## src/rtl/imem_fetch_ctrl_if.sv

```systemverilog
// ---------------------------------------------------------------------------
// imem_fetch_ctrl_if
//
// Bundles the ROM port, the redirect request, the decode handshake and the
// fault status of the instruction-fetch sequencer.
//
//   mem_addr       ROM word index (pc >> 2)
//   mem_rd         ROM read strobe; data returns on mem_data one cycle later
//   mem_data       ROM instruction word
//   redirect_valid load a new PC (taken branch / jump)
//   redirect_pc    redirect byte address
//   out_valid      buffer head holds an instruction
//   out_ready      decode accepts the head
//   out_instr      head instruction
//   out_pc         byte PC of the head instruction
//   fault          sticky fetch-fault flag
//   fault_cause    01 misaligned, 10 out of range, 00 none
//
// Modports:
//   master - the fetch sequencer
//   slave  - the surrounding ROM / decode / branch logic
// ---------------------------------------------------------------------------
interface imem_fetch_ctrl_if;
  logic [31:0] mem_addr;
  logic        mem_rd;
  logic [31:0] mem_data;
  logic        redirect_valid;
  logic [31:0] redirect_pc;
  logic        out_valid;
  logic        out_ready;
  logic [31:0] out_instr;
  logic [31:0] out_pc;
  logic        fault;
  logic [1:0]  fault_cause;

  modport master (
    output mem_addr, mem_rd, out_valid, out_instr, out_pc, fault, fault_cause,
    input  mem_data, redirect_valid, redirect_pc, out_ready
  );

  modport slave (
    input  mem_addr, mem_rd, out_valid, out_instr, out_pc, fault, fault_cause,
    output mem_data, redirect_valid, redirect_pc, out_ready
  );
endinterface

```

## src/rtl/imem_fetch_ctrl.sv

```systemverilog
// ---------------------------------------------------------------------------
// imem_fetch_ctrl
//
// Instruction-fetch sequencer in front of the instruction ROM. Owns the PC,
// issues ROM reads under a credit scheme, captures returning words into a
// small FIFO and hands them to decode over valid/ready. Handles redirects
// (branch/jump), backpressure and fetch faults (misaligned / out-of-range PC).
//
// Ports:
//   CLK           clock, rising edge
//   RST           asynchronous, active-high reset
//   bus           imem_fetch_ctrl_if.master (ROM port, redirect, decode
//                 handshake, fault status)
//   perf_fetched  (FETCH_PERF_CNT_EN only) count of instructions popped
//   perf_stall    (FETCH_PERF_CNT_EN only) cycles with out_valid & !out_ready
//
// Parameters:
//   RESET_PC    byte address fetched first after reset
//   IMEM_WORDS  ROM depth in 32-bit words
//   BUF_DEPTH   instruction buffer entries (power of 2, >= 2)
//
// Optional build macro: FETCH_PERF_CNT_EN adds the two performance counters.
// ---------------------------------------------------------------------------
module imem_fetch_ctrl #(
  parameter logic [31:0] RESET_PC   = 32'h0000_0000,
  parameter int          IMEM_WORDS = 32,
  parameter int          BUF_DEPTH  = 2
) (
  input  logic              CLK,
  input  logic              RST,
  imem_fetch_ctrl_if.master bus
`ifdef FETCH_PERF_CNT_EN
  ,
  output logic [31:0]       perf_fetched,
  output logic [31:0]       perf_stall
`endif
);

  localparam int          PW           = $clog2(BUF_DEPTH);
  localparam int          CW           = PW + 1;
  localparam logic [CW:0] DEPTH_C      = (CW+1)'(BUF_DEPTH);
  localparam logic [31:0] IMEM_WORDS_W = 32'(IMEM_WORDS);

  typedef enum logic [1:0] {
    IDLE  = 2'd0,
    RUN   = 2'd1,
    FAULT = 2'd2
  } state_t;

  state_t          state_reg, state_next;
  logic [31:0]     pc_reg, pc_next;
  logic [31:0]     mem_addr_reg, mem_addr_next;
  logic            epoch_reg, epoch_next;
  logic            inflight_reg, inflight_next;
  logic            inflight_epoch_reg, inflight_epoch_next;
  logic [31:0]     inflight_pc_reg, inflight_pc_next;
  logic [PW-1:0]   wr_ptr_reg, wr_ptr_next;
  logic [PW-1:0]   rd_ptr_reg, rd_ptr_next;
  logic [CW-1:0]   count_reg, count_next;
  logic            fault_reg, fault_next;
  logic [1:0]      cause_reg, cause_next;

  // Each entry is {instr, pc}. Read combinationally so the head is visible
  // the cycle after it is written.
  logic [63:0]     fifo_mem [BUF_DEPTH];
  logic [63:0]     head_entry;

  logic            redirect_take;
  logic            head_valid;
  logic            pop;
  logic            push;
  logic            issue;
  logic            credit_ok;
  logic [CW:0]     credit;
  logic [1:0]      pc_cause;
  logic [1:0]      redir_cause;
  logic [31:0]     pc_word;

  // 01 = misaligned, 10 = word index beyond the ROM, 00 = legal.
  function automatic logic [1:0] check_pc(input logic [31:0] p);
    if (p[1:0] != 2'b00) begin
      return 2'b01;
    end
    if ({2'b00, p[31:2]} >= IMEM_WORDS_W) begin
      return 2'b10;
    end
    return 2'b00;
  endfunction

  assign pc_cause    = check_pc(pc_reg);
  assign redir_cause = check_pc(bus.redirect_pc);
  assign pc_word     = {2'b00, pc_reg[31:2]};

  assign head_valid    = (count_reg != '0);
  assign redirect_take = bus.redirect_valid && ((state_reg == RUN) || (state_reg == FAULT));
  // A redirect discards the head, so a same-cycle handshake does not count.
  assign pop           = head_valid && bus.out_ready && !redirect_take;
  // Responses from before the last redirect carry the old epoch and are
  // dropped; a response landing in the redirect cycle itself is flushed.
  assign push          = inflight_reg && (inflight_epoch_reg == epoch_reg) && !redirect_take;

  // Outstanding commitments: buffered entries plus the read in flight.
  // A full credit still allows an issue when a slot frees up this cycle,
  // which is what sustains one instruction per cycle.
  assign credit    = {1'b0, count_reg} + {{CW{1'b0}}, inflight_reg};
  assign credit_ok = (credit < DEPTH_C) || ((credit == DEPTH_C) && pop);

  // FSM state register
  always_ff @(posedge CLK or posedge RST) begin
    if (RST) begin
      state_reg <= IDLE;
    end else begin
      state_reg <= state_next;
    end
  end

  // FSM next-state, PC, epoch and fault logic
  always_comb begin
    state_next = state_reg;
    pc_next    = pc_reg;
    epoch_next = epoch_reg;
    fault_next = fault_reg;
    cause_next = cause_reg;
    issue      = 1'b0;
    case (state_reg)
      IDLE: begin
        state_next = RUN;
      end
      RUN: begin
        if (redirect_take) begin
          // No read in the redirect cycle; the new stream starts next cycle.
          pc_next    = bus.redirect_pc;
          epoch_next = ~epoch_reg;
        end else if (credit_ok) begin
          if (pc_cause == 2'b00) begin
            issue   = 1'b1;
            pc_next = pc_reg + 32'd4;
          end else begin
            fault_next = 1'b1;
            cause_next = pc_cause;
            state_next = FAULT;
          end
        end
      end
      FAULT: begin
        if (redirect_take) begin
          pc_next    = bus.redirect_pc;
          epoch_next = ~epoch_reg;
          cause_next = redir_cause;
          if (redir_cause == 2'b00) begin
            fault_next = 1'b0;
            state_next = RUN;
          end else begin
            fault_next = 1'b1;
          end
        end
      end
      default: begin
        state_next = IDLE;
      end
    endcase
  end

  // Read tracking and FIFO bookkeeping
  always_comb begin
    mem_addr_next       = mem_addr_reg;
    inflight_next       = issue;
    inflight_pc_next    = inflight_pc_reg;
    inflight_epoch_next = inflight_epoch_reg;
    wr_ptr_next         = wr_ptr_reg;
    rd_ptr_next         = rd_ptr_reg;
    count_next          = count_reg;

    if (issue) begin
      mem_addr_next       = pc_word;
      inflight_pc_next    = pc_reg;
      inflight_epoch_next = epoch_reg;
    end

    if (redirect_take) begin
      wr_ptr_next = '0;
      rd_ptr_next = '0;
      count_next  = '0;
    end else begin
      if (push) begin
        wr_ptr_next = wr_ptr_reg + PW'(1);
      end
      if (pop) begin
        rd_ptr_next = rd_ptr_reg + PW'(1);
      end
      count_next = count_reg + CW'(push) - CW'(pop);
    end
  end

  always_ff @(posedge CLK or posedge RST) begin
    if (RST) begin
      pc_reg             <= RESET_PC;
      mem_addr_reg       <= '0;
      epoch_reg          <= 1'b0;
      inflight_reg       <= 1'b0;
      inflight_epoch_reg <= 1'b0;
      inflight_pc_reg    <= '0;
      wr_ptr_reg         <= '0;
      rd_ptr_reg         <= '0;
      count_reg          <= '0;
      fault_reg          <= 1'b0;
      cause_reg          <= 2'b00;
    end else begin
      pc_reg             <= pc_next;
      mem_addr_reg       <= mem_addr_next;
      epoch_reg          <= epoch_next;
      inflight_reg       <= inflight_next;
      inflight_epoch_reg <= inflight_epoch_next;
      inflight_pc_reg    <= inflight_pc_next;
      wr_ptr_reg         <= wr_ptr_next;
      rd_ptr_reg         <= rd_ptr_next;
      count_reg          <= count_next;
      fault_reg          <= fault_next;
      cause_reg          <= cause_next;
    end
  end

  // Storage needs no reset: nothing is pushed while in reset, and the
  // outputs are masked whenever the buffer is empty.
  always_ff @(posedge CLK) begin
    if (push) begin
      fifo_mem[wr_ptr_reg] <= {bus.mem_data, inflight_pc_reg};
    end
  end

  assign head_entry = fifo_mem[rd_ptr_reg];

  assign bus.mem_rd      = issue;
  assign bus.mem_addr    = issue ? pc_word : mem_addr_reg;
  assign bus.out_valid   = head_valid;
  assign bus.out_instr   = head_valid ? head_entry[63:32] : 32'h0;
  assign bus.out_pc      = head_valid ? head_entry[31:0]  : 32'h0;
  assign bus.fault       = fault_reg;
  assign bus.fault_cause = cause_reg;

`ifdef FETCH_PERF_CNT_EN
  logic [31:0] perf_fetched_reg;
  logic [31:0] perf_stall_reg;

  // Both counters freeze while the fetcher sits in FAULT.
  always_ff @(posedge CLK or posedge RST) begin
    if (RST) begin
      perf_fetched_reg <= '0;
      perf_stall_reg   <= '0;
    end else if (state_reg != FAULT) begin
      if (pop) begin
        perf_fetched_reg <= perf_fetched_reg + 32'd1;
      end
      if (head_valid && !bus.out_ready) begin
        perf_stall_reg <= perf_stall_reg + 32'd1;
      end
    end
  end

  assign perf_fetched = perf_fetched_reg;
  assign perf_stall   = perf_stall_reg;
`endif

endmodule

```

## src/flat_wrapper.sv

```systemverilog
// flat-port wrapper written by rule: the top's interface ports become plain ports
module imem_fetch_ctrl_flat 
#(
  parameter logic [31:0] RESET_PC   = 32'h0000_0000,
  parameter int          IMEM_WORDS = 32,
  parameter int          BUF_DEPTH  = 2
)
  (CLK, RST, bus_mem_addr, bus_mem_rd, bus_out_valid, bus_out_instr, bus_out_pc, bus_fault, bus_fault_cause, bus_mem_data, bus_redirect_valid, bus_redirect_pc, bus_out_ready);
  imem_fetch_ctrl_if bus_i ();
  input  logic CLK;
  input  logic RST;
  output wire logic [$bits(bus_i.mem_addr)-1:0] bus_mem_addr;
  output wire logic [$bits(bus_i.mem_rd)-1:0] bus_mem_rd;
  output wire logic [$bits(bus_i.out_valid)-1:0] bus_out_valid;
  output wire logic [$bits(bus_i.out_instr)-1:0] bus_out_instr;
  output wire logic [$bits(bus_i.out_pc)-1:0] bus_out_pc;
  output wire logic [$bits(bus_i.fault)-1:0] bus_fault;
  output wire logic [$bits(bus_i.fault_cause)-1:0] bus_fault_cause;
  input wire logic [$bits(bus_i.mem_data)-1:0] bus_mem_data;
  input wire logic [$bits(bus_i.redirect_valid)-1:0] bus_redirect_valid;
  input wire logic [$bits(bus_i.redirect_pc)-1:0] bus_redirect_pc;
  input wire logic [$bits(bus_i.out_ready)-1:0] bus_out_ready;
  assign bus_mem_addr = bus_i.mem_addr;
  assign bus_mem_rd = bus_i.mem_rd;
  assign bus_out_valid = bus_i.out_valid;
  assign bus_out_instr = bus_i.out_instr;
  assign bus_out_pc = bus_i.out_pc;
  assign bus_fault = bus_i.fault;
  assign bus_fault_cause = bus_i.fault_cause;
  assign bus_i.mem_data = bus_mem_data;
  assign bus_i.redirect_valid = bus_redirect_valid;
  assign bus_i.redirect_pc = bus_redirect_pc;
  assign bus_i.out_ready = bus_out_ready;
  imem_fetch_ctrl #(.RESET_PC(RESET_PC), .IMEM_WORDS(IMEM_WORDS), .BUF_DEPTH(BUF_DEPTH)) u_core (.CLK(CLK), .RST(RST), .bus(bus_i));
endmodule
```

## config.mk

```make
export PLATFORM = sky130hd
export DESIGN_NAME = imem_fetch_ctrl_flat
export DESIGN_NICKNAME = d
export VERILOG_FILES = /design/src/rtl/imem_fetch_ctrl_if.sv /design/src/rtl/imem_fetch_ctrl.sv /design/src/flat_wrapper.sv
export SDC_FILE = /design/constraint.sdc
export NUM_CORES = 1
export LEC_CHECK = 0
export BUFFER_PORTS_ARGS = -buffer_cell sky130_fd_sc_hd__buf_2
export CAP_MARGIN = 10
export CORE_MARGIN = 1.5
export CORE_UTILIZATION = 51
export DETAILED_ROUTE_END_ITERATION = 8
export PLACE_DENSITY_LB_ADDON = 0.1
export SKIP_CTS_REPAIR_TIMING = 1
export SYNTH_ARGS = -nofsm -noshare
export SYNTH_HDL_FRONTEND = slang
export SYNTH_SLANG_ARGS = --single-unit
```

## constraint.sdc

```tcl
create_clock -name CLK -period 6.4 [get_ports CLK]
set_clock_uncertainty 0.1 [all_clocks]
set_input_delay 0.64 -clock CLK [delete_from_list [all_inputs] [get_ports CLK]]
set_output_delay 0.64 -clock CLK [all_outputs]
set_load 0.02 [all_outputs]
```

==> run summary <==
Crit Path Category - flip-flop to primary output
Post-Layout Cell Count - 1,211
layout filler cell count - 1,534
CP Capture Type - primary output
worst slew pin tran - 1160 ps
Largest Register - u_core.fifo_mem
post-synth top area share - 0.388
Area Overhead vs Synth - 19.5%
Die Area - 20,300 um^2
Worst R2R Start - u_core.count_reg[0]
first-pass GRT wire length - 34.2 mm
minimum clock period - 3610 ps
Final Max Tran Viols - 0
final period utilization - 0.565
syn nets - 844
CP required - 5660 ps
final hold vios - 0
clk_lat worst skew - 520 ps
largest net degree at the start of global routing - 66
DRT antenna net count - 0
vias per cell - 5.48
Switching Fraction - 0.230
setup TNS - 0 ps
Largest stage delay, worst path - 480 ps
Initial DRT Pass Iterations - 6
critical path's slowest cell - buf_4
die width - 142 um
clock tree buffer depth - 3
initial antenna violation count - 0
Final Setup Violations - 0
layout cell share with drive strength beyond 1 - 0.264
Cell Area, Synth - 9910 um^2
H-tree level count - 1
# clock sinks - 236
status - finished, final reports clean
Worst VDD drop - 0.000248 V
final WL - 21.0 mm
RD Place Congestion - 0.909
Residual DRC - 0
post-synthesis sequential area ratio - 0.661
Post-DP HPWL - 13.5 mm
CP startpoint - u_core.count_reg[0]
worst hold-check path type - input pin to async pin
placed cells - 1,164
post-synth top area cell - edfxtp_1
GRT Residual Overflow - 0
vias in the first global route - 6,679
RSZ-0062 raised after global routing - false
area of the multi-input gates - 3110 um^2
Post-Syn Instances - 766
Die H - 142 um
CTS Buf Count - 25
Internal - 2.60 mW
Leak - 5.00 nW
initial DRC count - 458
Rows - 50
Async S/R FF share, synth - 0.458
Root Driver - clkbuf_16
clock tree from TritonCTS - built
Seq cells post-synth - 236
routed len/inst - 17.3 um
Post-synth EDFFs - 128
initial core utilization - 0.525
clock power share - 0.430
Logic pwr share - 0.072
Syn Area/Cell - 12.9 um^2
Overall Global Routing Usage - 0.212
YS warnings - 0
max_slew headroom - 0.230
CTS clk-pin slew, worst paths - 60 ps
Reg power frac - 0.498
CP dominant cell by count - ha_1
overall via count from detail_route - 6,641
Max Clk Rate - 0.277 GHz
Final nets - 1,009
core area - 18,900 um^2
Critical Path Start Type - flip-flop
P per Cell Area - 285 nW/um^2
CP Max Fanout - 49
Switch Pwr - 777 uW
crit-path cells - ha_1, ha_1, nor2_1, a41oi_2, nor4_4, buf_4, nor2b_1, buf_2
PortBufs - 168
Distinct cells, synth - 61
max capacitance violation total - 0
Critical Path AT - 2870 ps
Top-Level Pins - 169
Area contributors post-synth - edfxtp_1 39%, dfrtp_1 27%, mux2i_1 6.5%
number of flip-flops under the largest register name - 128
FF+latch area - 6550 um^2
Top FF cell, synth - edfxtp_1
==> worst paths after layout <==
kind,end,slack [ps],cells after the start
hold / removal,u_core.inflight_pc_reg[25],130,2
max in group asynchronous,u_core.rd_ptr_reg,4810,3
setup reg to reg,u_core.pc_reg[3],3400,7
hold reg to reg,u_core.fifo_mem[1][24],360,0
setup / recovery,bus_mem_addr[12],2790,8
min in group CLK,u_core.fifo_mem[0][32],210,1
==> layout make-up <==
class                      count  area share
sequential                   236       0.553
multi-input combinational    465       0.263
timing repair buffer         177      0.0767
clock buffer                  30      0.0561
tap                          260      0.0275
clock inverter                16      0.0149
inverter                      26     0.00846
antenna                        1    0.000211
==> cells in the final DEF (no fill, tap or decap), drive strengths merged, types with 2 or more instances in the layout <==
master	n
buf	177
mux2i	64
nand2	39
nand4	10
nor3	12
a41oi	3
nor4	15
clkinv	9
mux2	4
a41o	2
a211oi	5
dfrtp	108
inv	29
o22a	6
or3	3
o22ai	10
o21ai	34
a2bb2oi	7
nor2b	54
xnor2	4
xor2	2
a31oi	17
clkbuf	30
a21oi	20
a22o	2
ha	10
nand3	16
o32ai	2
nor2	83
bufinv	3
edfxtp	128
and4	2
and3	7
o211ai	2
o31ai	8
a22oi	3
and2	7
==> metrics by stage <==
| stage | worst slack [ps] | hold WS (ps) | utilization | cell area [um^2] | power, mW |
|---|---|---|---|---|---|
| 3_5_place_dp | 3300 | 350 | 0.582 | 11000 | 1.95 |
| 3_3_place_gp | 3430 | 345 | 0.582 | 11000 | 1.94 |
| 6_report | 2790 | 134 | 0.627 | 11800 | 3.38 |
| 2_1_floorplan | 275 | 334 | - | 9910 | 1.87 |
| 5_1_grt | 2490 | 187 | 0.626 | 11800 | 3.51 |
| 4_1_cts | 2740 | 147 | 0.626 | 11800 | 3.41 |
==> worst max-delay path, delay by kind of cell (launching register included) <==
family	cells	cell delay, ps
simple gates	3	610
compound gates	1	230
buf+inv	2	670
flops	1	420
fa+ha+maj	2	420
==> power by group through the flow <==
stage / Clock, mW / Sequential, mW / Combinational, mW
after floorplan: 0 / 1.70 / 0.174
after global placement: 0 / 1.71 / 0.236
after detailed placement: 0 / 1.71 / 0.241
after CTS: 1.49 / 1.68 / 0.243
after global routing: 1.55 / 1.69 / 0.271
final: 1.45 / 1.68 / 0.244
==> cell families after synthesis <==
family | synth area share
adders and majority gates | 0.0126
AOI/OAI and AO/OA | 0.0918
xor gates and xnor gates | 0.00530
buffers and inverters | 0.0271
DFF | 0.661
muxes | 0.0692
and+or+nand+nor | 0.133
==> synthesized netlist by cell type, types with 15 or more instances <==
| cell | number |
|---|---|
| dfrtp_1 | 108 |
| nand3_1 | 15 |
| nand2_1 | 39 |
| o21ai_0 | 28 |
| clkbuf_1 | 26 |
| inv_1 | 26 |
| nor2_1 | 82 |
| edfxtp_1 | 128 |
| nor2b_1 | 54 |
| a21oi_1 | 20 |
| a31oi_1 | 17 |
| mux2i_1 | 64 |
==> metal layers <==
metal | part of all wire | track usage
met2 | 0.47 | 0.351
met1 | 0.44 | 0.283
met4 | 0.024 | 0.0705
met5 | 0 | 0
met3 | 0.069 | 0.0377
No activity file was read; power rests on OpenSTA's default activity.
